**config.mk**
```make
export PLATFORM = sky130hd
export DESIGN_NAME = lane_game_sequencer_flat
export DESIGN_NICKNAME = d
export VERILOG_FILES = /design/src/rtl/lane_game_if.sv /design/src/rtl/lane_game_sequencer.sv /design/src/flat_wrapper.sv
export SDC_FILE = /design/constraint.sdc
export NUM_CORES = 1
export LEC_CHECK = 0
export BUFFER_PORTS_ARGS = -buffer_cell sky130_fd_sc_hd__buf_2
export CAP_MARGIN = 20
export CELL_PAD_IN_SITES_DETAIL_PLACEMENT = 0
export CELL_PAD_IN_SITES_GLOBAL_PLACEMENT = 1
export CORE_MARGIN = 5
export CORE_UTILIZATION = 41
export CTS_CLUSTER_SIZE = 30
export DETAILED_ROUTE_END_ITERATION = 6
export GPL_TIMING_DRIVEN = 0
export PLACE_DENSITY = 0.79
export SETUP_SLACK_MARGIN = 0.1
export SKIP_LAST_GASP = 1
export SYNTH_ARGS = -nofsm -noshare
export SYNTH_HDL_FRONTEND = slang
export SYNTH_SLANG_ARGS = --single-unit
export TNS_END_PERCENT = 30
```
**constraint.sdc**
```tcl
create_clock -name clk -period 2.2 [get_ports clk]
set_input_delay 0.44 -clock clk [delete_from_list [all_inputs] [get_ports clk]]
set_output_delay 0.44 -clock clk [all_outputs]
set_load 0.02 [all_outputs]
```
**src/rtl/lane_game_if.sv**
```systemverilog
// Signal bundle between the lane game sequencer and the playfield datapaths.
// The sequencer is the slave side; the playfield/environment is the master side.
interface lane_game_if;
  logic        start;
  logic [3:0]  frog_row;
  logic [3:0]  frog_col;
  logic [15:0] lane_occ;
  logic        shift_en;
  logic [1:0]  difficulty;
  logic        lane_reload;
  logic        frog_home;
  logic [1:0]  lives;
  logic [2:0]  state;
  logic        game_over;
  logic        game_won;

  modport master (
    output start, frog_row, frog_col, lane_occ,
    input  shift_en, difficulty, lane_reload, frog_home, lives, state, game_over, game_won
  );

  modport slave (
    input  start, frog_row, frog_col, lane_occ,
    output shift_en, difficulty, lane_reload, frog_home, lives, state, game_over, game_won
  );
endinterface

```
**src/rtl/lane_game_sequencer.sv**
```systemverilog
// Game sequencer for the car-lane playfield: shift strobe timing, collision
// detection, lives/level tracking and reload pulses for lanes and frog.
module lane_game_sequencer #(
  parameter int INT0        = 1000,
  parameter int INT1        = 500,
  parameter int INT2        = 200,
  parameter int INT3        = 100,
  parameter int HOLD_CYCLES = 50,
  parameter int LIVES_INIT  = 3
) (
  input logic       clk,
  input logic       reset,
  lane_game_if.slave gi
);

  typedef enum logic [2:0] {
    S_IDLE  = 3'd0,
    S_PLAY  = 3'd1,
    S_HIT   = 3'd2,
    S_LEVEL = 3'd3,
    S_OVER  = 3'd4,
    S_WIN   = 3'd5
  } state_t;

  state_t      state_r;
  state_t      next_state_s;
  logic [15:0] count_r;
  logic [15:0] interval_s;
  logic [1:0]  lives_r;
  logic [1:0]  difficulty_r;
  logic        win_pend_r;
  logic        shift_en_r;
  logic        lane_reload_r;
  logic        frog_home_r;
  logic        game_over_r;
  logic        game_won_r;
  logic        hit_s;
  logic        tick_wrap_s;
  logic        hold_done_s;
  logic        restart_s;

  // Shift interval selection, collision and counter terminal conditions.
  always_comb begin
    case (difficulty_r)
      2'd0:    interval_s = 16'(INT0);
      2'd1:    interval_s = 16'(INT1);
      2'd2:    interval_s = 16'(INT2);
      default: interval_s = 16'(INT3);
    endcase
    hit_s       = gi.lane_occ[gi.frog_col] && (gi.frog_row != 4'd0) && (gi.frog_row != 4'd15);
    tick_wrap_s = (count_r == (interval_s - 16'd1));
    hold_done_s = (count_r == 16'(HOLD_CYCLES - 1));
  end

  // Next-state logic; restart_s marks a fresh game from IDLE/OVER/WIN.
  always_comb begin
    next_state_s = state_r;
    restart_s    = 1'b0;
    case (state_r)
      S_IDLE, S_OVER, S_WIN: begin
        if (gi.start) begin
          next_state_s = S_PLAY;
          restart_s    = 1'b1;
        end else begin
          next_state_s = state_r;
        end
      end
      S_PLAY: begin
        // Reaching the goal row wins over a same-cycle collision.
        if (gi.frog_row == 4'd0) begin
          next_state_s = S_LEVEL;
        end else if (hit_s) begin
          next_state_s = S_HIT;
        end else begin
          next_state_s = S_PLAY;
        end
      end
      S_HIT: begin
        if (lives_r == 2'd0) begin
          next_state_s = S_OVER;
        end else if (hold_done_s) begin
          next_state_s = S_PLAY;
        end else begin
          next_state_s = S_HIT;
        end
      end
      S_LEVEL: begin
        if (win_pend_r) begin
          next_state_s = S_WIN;
        end else if (hold_done_s) begin
          next_state_s = S_PLAY;
        end else begin
          next_state_s = S_LEVEL;
        end
      end
      default: begin
        next_state_s = S_IDLE;
      end
    endcase
  end

  // State, counters, game bookkeeping and registered outputs.
  always_ff @(posedge clk) begin
    if (reset) begin
      state_r       <= S_IDLE;
      count_r       <= 16'd0;
      lives_r       <= 2'(LIVES_INIT);
      difficulty_r  <= 2'd0;
      win_pend_r    <= 1'b0;
      shift_en_r    <= 1'b0;
      lane_reload_r <= 1'b0;
      frog_home_r   <= 1'b0;
      game_over_r   <= 1'b0;
      game_won_r    <= 1'b0;
    end else begin
      state_r <= next_state_s;

      // One shared counter: shift ticks in PLAY, hold time in HIT/LEVEL.
      if (next_state_s != state_r) begin
        count_r <= 16'd0;
      end else if ((state_r == S_PLAY) && tick_wrap_s) begin
        count_r <= 16'd0;
      end else if ((state_r == S_PLAY) || (state_r == S_HIT) || (state_r == S_LEVEL)) begin
        count_r <= count_r + 16'd1;
      end else begin
        count_r <= 16'd0;
      end

      // Lanes stay frozen on the edge that leaves PLAY.
      shift_en_r    <= (state_r == S_PLAY) && (next_state_s == S_PLAY) && tick_wrap_s;
      frog_home_r   <= (state_r != S_PLAY) && (next_state_s == S_PLAY);
      lane_reload_r <= (state_r != S_PLAY) && (state_r != S_HIT) && (next_state_s == S_PLAY);

      if (restart_s) begin
        lives_r      <= 2'(LIVES_INIT);
        difficulty_r <= 2'd0;
      end else if ((state_r == S_PLAY) && (next_state_s == S_HIT) && (lives_r != 2'd0)) begin
        lives_r <= lives_r - 2'd1;
      end else if ((state_r == S_PLAY) && (next_state_s == S_LEVEL) && (difficulty_r != 2'd3)) begin
        difficulty_r <= difficulty_r + 2'd1;
      end

      if ((state_r == S_PLAY) && (next_state_s == S_LEVEL)) begin
        win_pend_r <= (difficulty_r == 2'd3);
      end

      game_over_r <= (next_state_s == S_OVER);
      game_won_r  <= (next_state_s == S_WIN);
    end
  end

  assign gi.shift_en    = shift_en_r;
  assign gi.difficulty  = difficulty_r;
  assign gi.lane_reload = lane_reload_r;
  assign gi.frog_home   = frog_home_r;
  assign gi.lives       = lives_r;
  assign gi.state       = state_r;
  assign gi.game_over   = game_over_r;
  assign gi.game_won    = game_won_r;

endmodule

```
**src/flat_wrapper.sv**
```systemverilog
// flat-port wrapper written by rule: the top's interface ports become plain ports
module lane_game_sequencer_flat 
#(
  parameter int INT0        = 1000,
  parameter int INT1        = 500,
  parameter int INT2        = 200,
  parameter int INT3        = 100,
  parameter int HOLD_CYCLES = 50,
  parameter int LIVES_INIT  = 3
)
  (clk, reset, gi_start, gi_frog_row, gi_frog_col, gi_lane_occ, gi_shift_en, gi_difficulty, gi_lane_reload, gi_frog_home, gi_lives, gi_state, gi_game_over, gi_game_won);
  lane_game_if gi_i ();
  input logic clk;
  input logic reset;
  input wire logic [$bits(gi_i.start)-1:0] gi_start;
  input wire logic [$bits(gi_i.frog_row)-1:0] gi_frog_row;
  input wire logic [$bits(gi_i.frog_col)-1:0] gi_frog_col;
  input wire logic [$bits(gi_i.lane_occ)-1:0] gi_lane_occ;
  output wire logic [$bits(gi_i.shift_en)-1:0] gi_shift_en;
  output wire logic [$bits(gi_i.difficulty)-1:0] gi_difficulty;
  output wire logic [$bits(gi_i.lane_reload)-1:0] gi_lane_reload;
  output wire logic [$bits(gi_i.frog_home)-1:0] gi_frog_home;
  output wire logic [$bits(gi_i.lives)-1:0] gi_lives;
  output wire logic [$bits(gi_i.state)-1:0] gi_state;
  output wire logic [$bits(gi_i.game_over)-1:0] gi_game_over;
  output wire logic [$bits(gi_i.game_won)-1:0] gi_game_won;
  assign gi_i.start = gi_start;
  assign gi_i.frog_row = gi_frog_row;
  assign gi_i.frog_col = gi_frog_col;
  assign gi_i.lane_occ = gi_lane_occ;
  assign gi_shift_en = gi_i.shift_en;
  assign gi_difficulty = gi_i.difficulty;
  assign gi_lane_reload = gi_i.lane_reload;
  assign gi_frog_home = gi_i.frog_home;
  assign gi_lives = gi_i.lives;
  assign gi_state = gi_i.state;
  assign gi_game_over = gi_i.game_over;
  assign gi_game_won = gi_i.game_won;
  lane_game_sequencer #(.INT0(INT0), .INT1(INT1), .INT2(INT2), .INT3(INT3), .HOLD_CYCLES(HOLD_CYCLES), .LIVES_INIT(LIVES_INIT)) u_core (.clk(clk), .reset(reset), .gi(gi_i));
endmodule
```
== Word level (Yosys, flattened, before mapping) ==
Index checks and enable logic that the tools add are counted.

* Bitwise logic cells: 2
* Add/sub/neg operators: 4
* $lt $le $gt $ge: 1
* Equality and inequality tests: 20
* Reduce and logical (&&, ||, !) cells: 24
* Muxes and demuxes: 13

{| class="wikitable"
|+ Operators with widths
! operator !! count
|-
| one-hot mux 10 bit (3 select lines) || 1
|-
| adder 16 x 1 -> 16 bit (second input constant) || 1
|-
| equality test 16 bit || 1
|-
| equality test 16 x 6 -> 1 bit (second input constant) || 1
|-
| equality test 3 x 2 -> 1 bit (second input constant) || 4
|-
| equality test 3 bit (second input constant) || 4
|-
| logical AND 1 bit || 12
|-
| 2-to-1 mux 3 bit || 4
|-
| one-hot mux 3 bit (4 select lines) || 1
|-
| subtractor 10 x 1 -> 11 bit (second input constant) || 1
|-
| equality test 3 x 1 -> 1 bit (second input constant) || 2
|-
| 2-to-1 mux 2 bit || 3
|-
| less-than comparator 4 x 5 -> 1 bit (second input constant) || 1
|-
| binary-select mux 1 bit (select 4 bit) || 1
|-
| equality test 2 bit (second input constant) || 2
|-
| logical NOT 2 bit || 2
|-
| logical NOT 4 bit || 1
|-
| inequality test 4 bit (second input constant) || 1
|-
| nonzero test 4 bit || 1
|-
| OR reduction 4 bit || 1
|-
| logical NOT 3 bit || 1
|-
| 2-to-1 mux 1 bit || 3
|-
| inequality test 3 x 1 -> 1 bit (second input constant) || 1
|-
| inequality test 3 x 2 -> 1 bit (second input constant) || 1
|-
| 11 further kinds || 13
|}

* Register bits: 29
* Input bits: 27
* Logic and storage cells: 74

== Logic depth before layout (Yosys ltp) ==
Gate-level depths: netlist of the first run.

* Depth in word-level cells: 12
* Depth in mapped cells: 8
* Gate-level depth less buffers: 7

== Worst setup path before layout of the first run ==
Ideal clock, no wire load.

* Kind: reg-to-reg
* From: register u_core.difficulty_r[0], in the netlist u_core.gi.difficulty[0]
* To: register u_core.count_r[8]
* Stages on the path, launching flop included: 9
* Path slack: 0.096 ns
* Period minus slack after synthesis: 2.104 ns
* Data required time: 2.065 ns
* Library setup time: 0.135 ns
* Arrival: 1.969 ns
* Cells stage by stage: dfxtp_1 > inv_1 > ha_1 > o21ai_0 > o311a_1 > o21bai_1 > a2111oi_0 > buf_2 > nor4_1

* Cells in the longest elaborated chain, start to end: 6
* Elaborated cells on any way between the ends: 8
* Those cells by class: add/sub: 1; eq/ne: 3; mux: 1; reduce/logical: 3

{| class="wikitable"
|+ RTL lines
! item !! RTL line !! text
|-
| start: declaration || lane_game_sequencer.sv:30 || <nowiki>logic [1:0] difficulty_r;</nowiki>
|-
| start signal: assignment || lane_game_sequencer.sv:140 || <nowiki>difficulty_r <= difficulty_r + 2'd1;</nowiki>
|-
| equality test 2 bit, or another cell as far along || lane_game_sequencer.sv:44 || <nowiki>case (difficulty_r)</nowiki>
|-
| one-hot mux 10 bit (3 select lines) * || lane_game_sequencer.sv:44 ||
|-
| subtractor 10 x 1 -> 11 bit * || lane_game_sequencer.sv:51 || <nowiki>tick_wrap_s = (count_r == (interval_s - 16'd1));</nowiki>
|-
| equality test 16 bit * || lane_game_sequencer.sv:51 ||
|-
| logical AND 1 bit * || lane_game_sequencer.sv:121 || <nowiki>end else if ((state_r == S_PLAY) && tick_wrap_s) begin</nowiki>
|-
| OR reduction 4 bit (no line) * || - ||
|-
| end signal: assignment || lane_game_sequencer.sv:124 || <nowiki>count_r <= count_r + 16'd1;</nowiki>
|-
| end: declaration || lane_game_sequencer.sv:27 || <nowiki>logic [15:0] count_r;</nowiki>
|}

Mark *: on every way between the ends. The rest lies on a longest branch, timed or not.
A chain may end at the register's enable or synchronous reset.

== Worst setup path in the final report of the first run ==
Same ends and word-level chain as after synthesis.

==> summary.txt, run 1 <==
Worst setup path
  • Reg-to-Reg Start: u_core.gi.difficulty[0]
  • Crit path cell chain: inv_1 -> ha_1 -> o21ai_0 -> o311a_1 -> o21bai_2 -> a2111oi_4 -> buf_4 -> buf_6 -> nor4_1
  • Worst EP arrival: about 2200 ps
  • Critical setup path kind: register to register
  • Maximum fanout along the worst path: 5
  • Worst setup EP type: register
  • Worst reg2reg setup slack: between 100 and 150 ps
  • CP max-delay cell: a2111oi_4
  • Reg2Reg Depth: 9
  • Worst r2r dst: u_core.count_r[8]
  • Critical path data required time: roughly 2400 ps
  • Worst setup SP type: register
  • Max incr delay on CP: 400 ps

Logic synthesis
  • Synth Flop Type: dfxtp_1
  • Synthesis Warnings: 0
  • Syn_nets: 249
  • Post-synthesis sequential area ratio: between 20% and 30%
  • Cell Area, Synth: between 1500 and 2000 um^2
  • Yosys reg bits: 29
  • Synth area leader: dfxtp_1
  • Post-synthesis area per instance: about 9.0 um^2
  • Asr flop ratio synth: 0%
  • Yosys cell types: 51
  • Adder-cell area share of the yosys netlist: 4.52%
  • Post-synthesis xor/xnor area fraction: 8.59%
  • Top cells by area, synth: dfxtp_1 30%, nor4_2 5.8%, mux2i_1 4.7%
  • Mapped Cells: about 220
  • Number of synthesized flops with an enable pin: 0
  • Top-area cell type share of the netlist area: 30.0%
  • Simple-gate area share of the yosys netlist: between 20 and 30%
  • Post-synthesis compound-gate area fraction: between 10% and 20%
  • Largest family of logic cells by synthesized area: simple AND/OR/NAND/NOR gates
  • Multiplexer share of the synthesized area: 6.98%

Detailed routing
  • Antenna violation net count after detailed routing: 0
  • Total Wirelength: about 4700 um
  • Drc violations: 0
  • DR vias/cell: 5.56
  • Pre-antenna DRT Iters: 4
  • Drt wl/cell: around 15 um
  • Detailed router's first-iteration violation count: 97
  • Vias: about 1800

STA
  • Highest clock rate: between 0.4 and 0.5 GHz
  • Max Slew Vio Count: 0
  • Slew at the pin closest to its max-slew limit: 547 ps
  • Final setup fails: 0
  • Min cycle time layout: ~2100 ps
  • Max-slew headroom: a little over three fifths
  • Final hold vios: 0
  • Final setup margin: about 130 ps
  • Tcrit/Tclk final: between 90% and 100%
  • Setup clock skew after layout: ~12 ps
  • Unrepaired setup endpoints after global routing: yes

Placed design
  • PortBufs: 36
  • GP Congestion: 0.812
  • DP Worst Slack: -193 ps
  • Placed cell count: 305
  • HPWL after detailed placement: 3360 um

Clocking
  • CTS tree: built
  • Clock insertion delay at the later pin of the skew report: 290 ps
  • Clk buf depth: 2
  • Clk pin slew, worst setup/hold paths: 70 ps
  • Root Buffer: clkbuf_8
  • Clock Sinks: 29
  • Htree depth: 2
  • Hold_buf cts: 0
  • Num CTS Buffers: 5

Power
  • Leak pwr: between 0.9 and 1 nW
  • Maximum vdd ir drop: between 0.2 and 0.25 mV
  • Power Dens Cells: ~560 nW/um^2

Min path
  • Worst hold start: reset
  • Hold crit path type: input port to register
  • Hold endpoint: u_core.win_pend_r
  • Hold Path Depth: 2

Global route
  • Largest net degree at the start of global routing: 11
  • Grt ovf: 0
  • Vias in the first global route: approximately 1600
  • Gr usage total: 15.6%
  • First-pass GRT wire length: between 7000 and 8000 um
  • Initial antenna violation count: 0

Floorplanning
  • I/O Pins: 39
  • Full die area: just over 6000 um^2
  • Die Y: just under 80 um
  • Num rows: 25
  • Core Box Area: about 4700 um^2
  • Initial Utilization: between 40 and 50%
  • Die W: 78.7 um

Cells and area
  • Layout overhead on the synthesized area: 20.9%
  • Storage cell area: a little under 600 um^2
  • Combined area of the multi-input logic cells: approximately 1300 um^2
  • Number of fill cells: 460
  • Layout Cells excl Fill: ~320
  • Fraction of layout cells with a size suffix above 1: about a third
  • Ant diodes: 0
  • Fin nets: just under 300

Flow run
  • Number of max-cap violations: 0

Status
  • Outcome: completed
[where the power goes]
part           switching (mW)  internal (mW)
clock                   0.216          0.218
sequential             0.0233          0.545
combinational           0.191          0.122
[final cells by class]
class                           count  area share (%)
Tap cell                           54            2.88
Timing Repair Buffer               38            8.23
Sequential cell                    29            25.0
Buffer                             12            3.63
Multi-Input combinational cell    164            55.0
Clock inverter                      3           0.748
Clock buffer                        5            2.94
Inverter                           10            1.60
[worst max-delay path: cells and delay by family, from the launching register on]
| family | cells | cell delay [ps] |
|---|---|---|
| AO/OA/AOI/OAI | 4 | 900 |
| adder cells (fa/ha/maj) | 1 | 250 |
| buffers and inverters | 3 | 380 |
| flip-flops | 1 | 370 |
| AND/OR/NAND/NOR | 1 | 50 |
[Yosys cell counts (3+ instances only)]
library cell and number:
dfxtp_1 29, nor2_1 21, nand2_1 10, nor4_1 10, xnor2_1 10, mux2i_1 9
nor4_2 9, xor2_1 9, inv_1 8, o211ai_1 8, ha_1 7, nor3_1 7
o21ai_0 7, nand3_1 6, nand4_1 6, clkbuf_1 5, and3_1 4, a31oi_1 3
buf_2 3, nand2b_1 3
[through the flow]
| step | hold WS, ps | util (%) | setup TNS, ps | area [um^2] | power (mW) |
|---|---|---|---|---|---|
| floorplan | 452 | - | 0 | 1940 | 0.789 |
| global placement | 475 | 46.9 | -2360 | 2190 | 0.879 |
| detailed placement | 475 | 46.9 | -1730 | 2190 | 0.879 |
| CTS | 415 | 48.9 | 0 | 2280 | 1.32 |
| global route | 452 | 50.3 | 0 | 2340 | 1.40 |
| finish | 431 | 50.3 | 0 | 2340 | 1.32 |
[placed cells by master (no fill, tap or decap), types with 4 or more instances in the layout]
cell / n
buf_2: 39
dfxtp_1: 27
nor2_1: 21
nand2_1: 10
nor4_2: 10
xnor2_1: 10
mux2i_1: 9
nor4_1: 9
xor2_1: 9
inv_1: 8
o211ai_1: 8
o21ai_0: 7
nor3_1: 6
nand3_1: 6
nand4_1: 6
ha_1: 6
clkbuf_8: 5
clkbuf_1: 4
buf_6: 4
and3_1: 4
[layer usage]
metal	up-vias	GRT usage, %	share of wire, %
met5	-	0	0
met4	0	5.77	1.9
met3	9	4.54	5.9
met2	46	24.9	46
met1	816	19.8	46
li1	881	-	-
[state kept, by name (all words and copies together), names as in the netlist, 2 cells and up]
name / count
u_core.count_r: 16
u_core.gi.state: 3
u_core.gi.difficulty: 2
u_core.gi.lives: 2
[kinds of logic after synthesis]
kind of cell | count (synthesis)
xor+xnor | 19
fa+ha+maj | 7
compound gates | 34
flops | 29
simple gates | 92
buf+inv | 22
mux | 12
[worst max path at each step]
stage,from,to,slack (ps),cells after the start
finish,u_core.gi.difficulty[0],u_core.count_r[8],130,9
global route,u_core.gi.difficulty[0],u_core.count_r[9],60,9
CTS,u_core.gi.difficulty[1],u_core.count_r[8],70,8
detailed placement,u_core.gi.difficulty[1],u_core.count_r[9],-190,8
global placement,u_core.gi.difficulty[1],u_core.count_r[8],-250,8
floorplan,u_core.gi.difficulty[0],u_core.count_r[8],120,8
[repair_timing]
item | CTS | global route
setup endpoints to repair | 11 | 20
gates resized for setup | 3 | 16
pin swaps | 0 | 2
cloned | 0 | 1
setup buffers | 0 | 1
Power figures use the tool's default switching activity.
==> run 2: changes to the inputs <==
--- a/config.mk
+++ b/config.mk
@@ -9,6 +9,7 @@
 export CAP_MARGIN = 20
 export CELL_PAD_IN_SITES_DETAIL_PLACEMENT = 0
 export CELL_PAD_IN_SITES_GLOBAL_PLACEMENT = 1
+export CORE_ASPECT_RATIO = 1.75
 export CORE_MARGIN = 5
 export CORE_UTILIZATION = 41
 export CTS_CLUSTER_SIZE = 30
==> summary.txt, run 2 (synthesized netlist as in run 1, its figures left out) <==
Clocking
  • Clk buf depth: 2 (unchanged)
  • Htree depth: 2 (unchanged)
  • Clock Sinks: 29 (unchanged)
  • Clock insertion delay at the later pin of the skew report: 280 ps (about the same)
  • Root Buffer: clkbuf_8
  • Clk pin slew, worst setup/hold paths: 70 ps (about the same)
  • CTS tree: built
  • Num CTS Buffers: 5 (unchanged)
  • # Post-CTS Setup Buffers: 0 (unchanged)

STA
  • Final setup margin: 104 ps (-25.7 ps)
  • Setup TNS Final: 0 ps (unchanged)
  • Slew at the pin closest to its max-slew limit: 544 ps (-3.05 ps)
  • Min cycle time layout: 2100 ps (+25.7 ps)
  • Max-slew headroom: 63.4% (+0.20 points)
  • Setup clock skew after layout: 4.88 ps (-6.81 ps)
  • Highest clock rate: 0.477 GHz (-1.2%)
  • Unrepaired setup endpoints after global routing: yes
  • Max Slew Vio Count: 0 (unchanged)
  • Final hold vios: 0 (unchanged)
  • Final setup fails: 0 (unchanged)
  • Tcrit/Tclk final: 95.3% (+1.2 points)

Power
  • Final Total Pwr: 1.33 mW (+1.4%)
  • Power Dens Cells: 573 nW/um^2 (+1.9%)
  • Leak pwr: 0.913 nW (-0.83%)
  • Sequential power share: 42.6% (-0.6 points)
  • Switching Share: 33.1% (+0.39 points)
  • Clock power share: 32.6% (-0.4 points)
  • Sw power: 0.442 mW (+2.6%)
  • Internal power: 0.892 mW (+0.82%)
  • Gate power share: 24.8% (+1.0 points)
  • Maximum vdd ir drop: 0.416 mV (+84%)

Cells and area
  • Most frequent cells in the layout: 39 x buf_2, 26 x dfxtp_1, 21 x nor2_1
  • Layout overhead on the synthesized area: 20.3%
  • Number of fill cells: 482 (+4.8%)
  • Most common cell after layout, fill and taps aside: buf_2
  • Max reg flops: 16 (unchanged)
  • Reg with most FFs: u_core.count_r
  • Ant diodes: 0 (unchanged)
  • Fraction of layout cells with a size suffix above 1: 32.6% (+0.38 points)
  • Fin nets: 294 (unchanged)
  • Storage cell area: 584 um^2 (-0.21%)
  • Combined area of the multi-input logic cells: 1280 um^2 (-0.49%)
  • Final Util: 50.4% (+0.12 points)

Detailed routing
  • Antenna violation net count after detailed routing: 0 (unchanged)
  • Drc violations: 0 (unchanged)
  • Total Wirelength: 5240 um (+13%)
  • Pre-antenna DRT Iters: 4 (unchanged)
  • DR vias/cell: 5.68 (+2.1%)
  • Detailed router's first-iteration violation count: 56 (-42%)
  • Drt wl/cell: 16.8 um (+13%)
  • Vias: 1778 (+1.5%)

Min path
  • Hold endpoint: u_core.win_pend_r
  • Worst hold start: reset
  • Hold crit path type: input port to register
  • Hold Path Depth: 2 (unchanged)

Floorplanning
  • Die W: 62.0 um (-21%)
  • Core Box Area: 4620 um^2 (-0.78%)
  • Die Y: 101 um (+28%)
  • I/O Pins: 39 (unchanged)
  • Num rows: 33 (+32%)
  • Full die area: 6250 um^2 (+0.88%)
  • Initial Utilization: 41.9% (+0.33 points)

Placed design
  • HPWL after detailed placement: 4030 um (+20%)
  • GP Congestion: 0.803 (-1.1%)
  • DP Worst Slack: -241 ps (-47.9 ps)
  • PortBufs: 36 (unchanged)

Worst setup path
  • Maximum fanout along the worst path: 5 (unchanged)
  • Max incr delay on CP: 540 ps (+140 ps)
  • Top delay family on crit path: simple AND/OR/NAND/NOR gates
  • Worst setup EP type: register
  • Worst EP arrival: 2300 ps (+70 ps)
  • Worst setup SP type: register
  • CP bufs+invs: 0 (-3)
  • CP max-delay cell: nor3_1
  • Crit. Startpoint: u_core.count_r[11]
  • Crit path cell chain: nor4_1 -> nand4_1 -> nor3_1 -> o31ai_1 -> a31oi_1
  • Worst reg2reg setup slack: 100 ps (-30 ps)
  • Worst r2r dst: u_core.gi.state[0]
  • Reg-to-Reg Start: u_core.count_r[11]
  • Critical setup path kind: register to register
  • Reg2Reg Depth: 5 (-4)
  • Critical path data required time: 2410 ps (+50 ps)

Global route
  • First-pass GRT wire length: 8270 um (+8.6%)
  • Initial antenna violation count: 0 (unchanged)
  • Gr usage total: 17.9% (+2.4 points)
  • Largest net degree at the start of global routing: 11 (unchanged)
  • Vias in the first global route: 1819 (+13%)
  • Grt ovf: 0 (unchanged)

Flow run
  • Number of max-cap violations: 0 (unchanged)

Status
  • Outcome: completed
run 2: repair_timing:
item,4_1_cts,5_1_grt
gates cloned,1,1
pin swaps,0,1
hold buffers,0,0
setup endpoints to repair,17,20
resized for setup,8,12
run 2: power by group through the flow:
stage / Sequential (mW) / Clock, mW / Combinational (mW)
global placement: 0.580 / 0 / 0.303
detailed placement: 0.580 / 0 / 0.308
finish: 0.569 / 0.434 / 0.331
CTS: 0.568 / 0.450 / 0.311
floorplan: 0.595 / 0 / 0.194
global route: 0.573 / 0.470 / 0.361
run 2: worst max path at each step:
| stage | endpoint | slack, ps | cells past startpoint |
|---|---|---|---|
| 3_3_place_gp | u_core.count_r[8] | -230 | 8 |
| 4_1_cts | u_core.count_r[10] | 80 | 5 |
| 6_report | u_core.gi.state[0] | 100 | 5 |
| 5_1_grt | u_core.gi.state[0] | -20 | 5 |
| 3_5_place_dp | u_core.count_r[8] | -240 | 8 |
| 2_1_floorplan | u_core.count_r[8] | 120 | 8 |
run 2: cell type report:
cell class,count,area share (%)
multi-input combinational,164,55.0
sequential,29,25.1
clock inverter,3,0.752
inverter,10,1.61
timing repair buffer,38,8.27
tap,52,2.79
buffer,12,3.54
clock buffer,5,2.95
run 2: through the flow:
stage / area [um^2] / hold slack (ps) / cells
final: 2330 / 436 / 313
after global routing: 2330 / 452 / 313
after CTS: 2300 / 431 / 312
after detailed placement: 2180 / 498 / 303
after global placement: 2180 / 488 / 303
after floorplan: 1940 / 452 / 215
run 2: metal layers:
metal  GRT usage (%)  wire (um)  share of wire (%)  up-vias
li1                -          -                  -      874
met1            16.7       1840                 35      842
met2            34.2       2940                 56       48
met3            3.08        271                5.2       14
met4            9.31        196                3.7        0
met5               0          0                  0        -
==> run 3: changes to the inputs <==
--- a/config.mk
+++ b/config.mk
@@ -5,17 +5,18 @@
 export SDC_FILE = /design/constraint.sdc
 export NUM_CORES = 1
 export LEC_CHECK = 0
+export ABC_AREA = 1
 export BUFFER_PORTS_ARGS = -buffer_cell sky130_fd_sc_hd__buf_2
 export CAP_MARGIN = 20
 export CELL_PAD_IN_SITES_DETAIL_PLACEMENT = 0
 export CELL_PAD_IN_SITES_GLOBAL_PLACEMENT = 1
 export CORE_ASPECT_RATIO = 1.75
 export CORE_MARGIN = 5
-export CORE_UTILIZATION = 41
+export CORE_UTILIZATION = 38
 export CTS_CLUSTER_SIZE = 30
 export DETAILED_ROUTE_END_ITERATION = 6
 export GPL_TIMING_DRIVEN = 0
-export PLACE_DENSITY = 0.79
+export PLACE_DENSITY_LB_ADDON = 0.2
 export SETUP_SLACK_MARGIN = 0.1
 export SKIP_LAST_GASP = 1
 export SYNTH_ARGS = -nofsm -noshare
==> summary.txt, run 3 <==
Power
  • Maximum vdd ir drop: 0.513 mV (+23%)
  • Final Total Pwr: 1.32 mW (-1.3%)
  • Sw power: 0.435 mW (-1.5%)
  • Internal power: 0.881 mW (-1.2%)
  • Sequential power share: 43.3% (+0.7 points)
  • Power Dens Cells: 610 nW/um^2 (+6.5%)
  • Leak pwr: 1.05 nW (+15%)
  • Clock power share: 32.8% (+0.2 points)
  • Switching Share: 33.1% (-0.063 points)
  • Gate power share: 24.0% (-0.8 points)

Cells and area
  • Fin nets: 336 (+14%)
  • Most frequent cells in the layout: 54 x nand2_1, 43 x inv_1, 37 x buf_2, 27 x dfxtp_1, 26 x nor2_1
  • Max reg flops: 16 (unchanged)
  • Most common cell after layout, fill and taps aside: nand2_1
  • Layout overhead on the synthesized area: 18.6%
  • Reg with most FFs: u_core.count_r
  • Final Util: 46.3% (-4.1 points)
  • Ant diodes: 0 (unchanged)
  • Fraction of layout cells with a size suffix above 1: 27.4% (-5.2 points)

STA
  • Unrepaired setup endpoints after global routing: no
  • Slew at the pin closest to its max-slew limit: 371 ps (-173 ps)
  • Tcrit/Tclk final: 84.4% (-11 points)
  • Max Slew Vio Count: 0 (unchanged)
  • Final setup fails: 0 (unchanged)
  • Max-slew headroom: 75.0% (+12 points)
  • Min cycle time layout: 1860 ps (-239 ps)
  • Setup clock skew after layout: 8.37 ps (+3.50 ps)
  • Highest clock rate: 0.538 GHz (+13%)
  • Setup TNS Final: 0 ps (unchanged)
  • Final hold vios: 0 (unchanged)

Logic synthesis
  • Top cells by area, synth: dfxtp_1 32%, nand2_1 11%, inv_1 8.9%
  • Cell Area, Synth: 1820 um^2 (-6.1%)
  • Asr flop ratio synth: 0% (unchanged)
  • Synthesis Warnings: 0 (unchanged)
  • Post-synthesis area per instance: 7.05 um^2 (-22%)
  • Synth top cells by count: 54 x nand2_1, 43 x inv_1, 29 x dfxtp_1
  • Post-synthesis sequential area ratio: 31.9% (+1.9 points)
  • Most common cell in the netlist: nand2_1
  • Yosys reg bits: 29 (unchanged)
  • Top-area cell type share of the netlist area: 31.9% (+1.9 points)
  • Synth area leader: dfxtp_1
  • Number of synthesized flops with an enable pin: 0 (unchanged)
  • Syn_nets: 292 (+17%)
  • Mapped Cells: 258 (+20%)
  • Yosys cell types: 32 (-37%)
  • Synth Flop Type: dfxtp_1

Worst setup path
  • Worst reg2reg setup slack: 340 ps (+240 ps)
  • Max incr delay on CP: 370 ps (-170 ps)
  • Top delay family on crit path: buffers and inverters
  • Crit path cell chain: inv_1 -> ha_1 -> o21ai_1 -> xor2_1 -> nand2_1 -> o21ai_0 -> nor2_1 -> inv_1 -> nand4_4 -> buf_6 -> nor2_1
  • Reg2Reg Depth: 11 (+6)
  • Critical Path Sink: u_core.count_r[14]
  • Worst setup SP type: register
  • Worst EP arrival: 2080 ps (-220 ps)
  • Worst r2r dst: u_core.count_r[14]
  • Worst setup EP type: register
  • Reg-to-Reg Start: u_core.gi.difficulty[0]
  • Critical path data required time: 2420 ps (about the same)
  • Critical setup path kind: register to register
  • Number of cells on the critical path: 11 (+6)
  • CP bufs+invs: 3 (+3)
  • Maximum fanout along the worst path: 10 (+5)
  • CP max-delay cell: dfxtp_2
  • Crit. Startpoint: u_core.gi.difficulty[0]

Clocking
  • Clk buf depth: 2 (unchanged)
  • Num CTS Buffers: 5 (unchanged)
  • Htree depth: 2 (unchanged)
  • Clk pin slew, worst setup/hold paths: 70 ps (about the same)
  • # Post-CTS Setup Buffers: 0 (unchanged)
  • CTS tree: built
  • Clock Sinks: 29 (unchanged)
  • Hold_buf cts: 0 (unchanged)
  • Root Buffer: clkbuf_8
  • # resized after CTS: 0 (-8)
  • Clock insertion delay at the later pin of the skew report: 290 ps (about the same)

Detailed routing
  • Total Wirelength: 4080 um (-22%)
  • Pre-antenna DRT Iters: 4 (unchanged)
  • Drt wl/cell: 11.5 um (-31%)
  • DR vias/cell: 4.72 (-17%)
  • Antenna violation net count after detailed routing: 0 (unchanged)
  • Drc violations: 0 (unchanged)
  • Vias: 1677 (-5.7%)
  • Detailed router's first-iteration violation count: 51 (-8.9%)

Floorplanning
  • Initial Utilization: 39.0% (-2.9 points)
  • Full die area: 6330 um^2 (+1.2%)
  • I/O Pins: 39 (unchanged)
  • Num rows: 33 (unchanged)
  • Die W: 62.3 um (+0.56%)
  • Core Box Area: 4670 um^2 (+0.89%)
  • Die Y: 102 um (+0.60%)

Placed design
  • PortBufs: 37 (+2.8%)
  • GP Congestion: 0.819 (+2.0%)
  • HPWL after detailed placement: 3400 um (-16%)

Global route
  • Gr usage total: 13.8% (-4.2 points)
  • Grt ovf: 0 (unchanged)
  • First-pass GRT wire length: 6870 um (-17%)
  • Largest net degree at the start of global routing: 11 (unchanged)
  • Initial antenna violation count: 0 (unchanged)
  • Vias in the first global route: 1647 (-9.5%)

Status
  • Outcome: completed

Flow run
  • Number of max-cap violations: 0 (unchanged)

Min path
  • Hold crit path type: input port to register
## run 3: final cells by class
type | instances | area [um^2]
flip-flops and latches | 29 | 583
well taps | 52 | 65.1
clock inverters | 3 | 17.5
repair buffers | 37 | 185
multi-input cells | 177 | 1030
plain buffers | 2 | 22.5
clock buffers | 5 | 68.8
fillers | 513 | 2510
inverters | 50 | 190
## run 3: cell families (layout without fill, tap and decap cells)
group,Yosys count,in the layout,synth area share [%]
buffers and inverters,52,97,11.7
AND/OR/NAND/NOR,136,136,37.0
flip-flops,29,29,31.9
adder cells (fa/ha/maj),7,7,4.81
AO/OA/AOI/OAI,16,16,5.92
XOR/XNOR,18,18,8.67
## run 3: worst min path at each step
stage	slack [ps]	startpoint	depth (start not counted)	endpoint
final	410	reset	2	u_core.gi.state[0]
after global routing	410	reset	2	u_core.gi.state[1]
after CTS	410	reset	2	u_core.gi.state[1]
after detailed placement	480	u_core.count_r[0]	1	u_core.count_r[0]
after global placement	470	u_core.count_r[0]	1	u_core.count_r[0]
after floorplan	450	u_core.win_pend_r	2	u_core.win_pend_r
## run 3: power groups by stage
stage | Combinational [mW] | Clock, mW | Sequential (mW)
2_1_floorplan | 0.202 | 0 | 0.605
3_3_place_gp | 0.321 | 0 | 0.581
3_5_place_dp | 0.322 | 0 | 0.581
4_1_cts | 0.323 | 0.449 | 0.570
5_1_grt | 0.360 | 0.472 | 0.574
6_report | 0.316 | 0.431 | 0.570
## run 3: metrics by stage
step / cell area, um^2 / hold WS (ps) / std cells / setup slack (ps)
after floorplan: 1820 / 447 / 258 / 314
after global placement: 2070 / 469 / 347 / 198
after detailed placement: 2070 / 475 / 347 / 177
after CTS: 2160 / 408 / 355 / 157
after global routing: 2160 / 410 / 355 / 107
final: 2160 / 413 / 355 / 342
## run 3: routing by layer
| metal | track usage [%] | part of all wire, % | vias up |
|---|---|---|---|
| met5 | 0 | 0 | - |
| met4 | 7.19 | 2.7 | 0 |
| met3 | 3.55 | 3.1 | 9 |
| met2 | 29.1 | 61 | 20 |
| met1 | 10.9 | 33 | 764 |
| li1 | - | - | 884 |
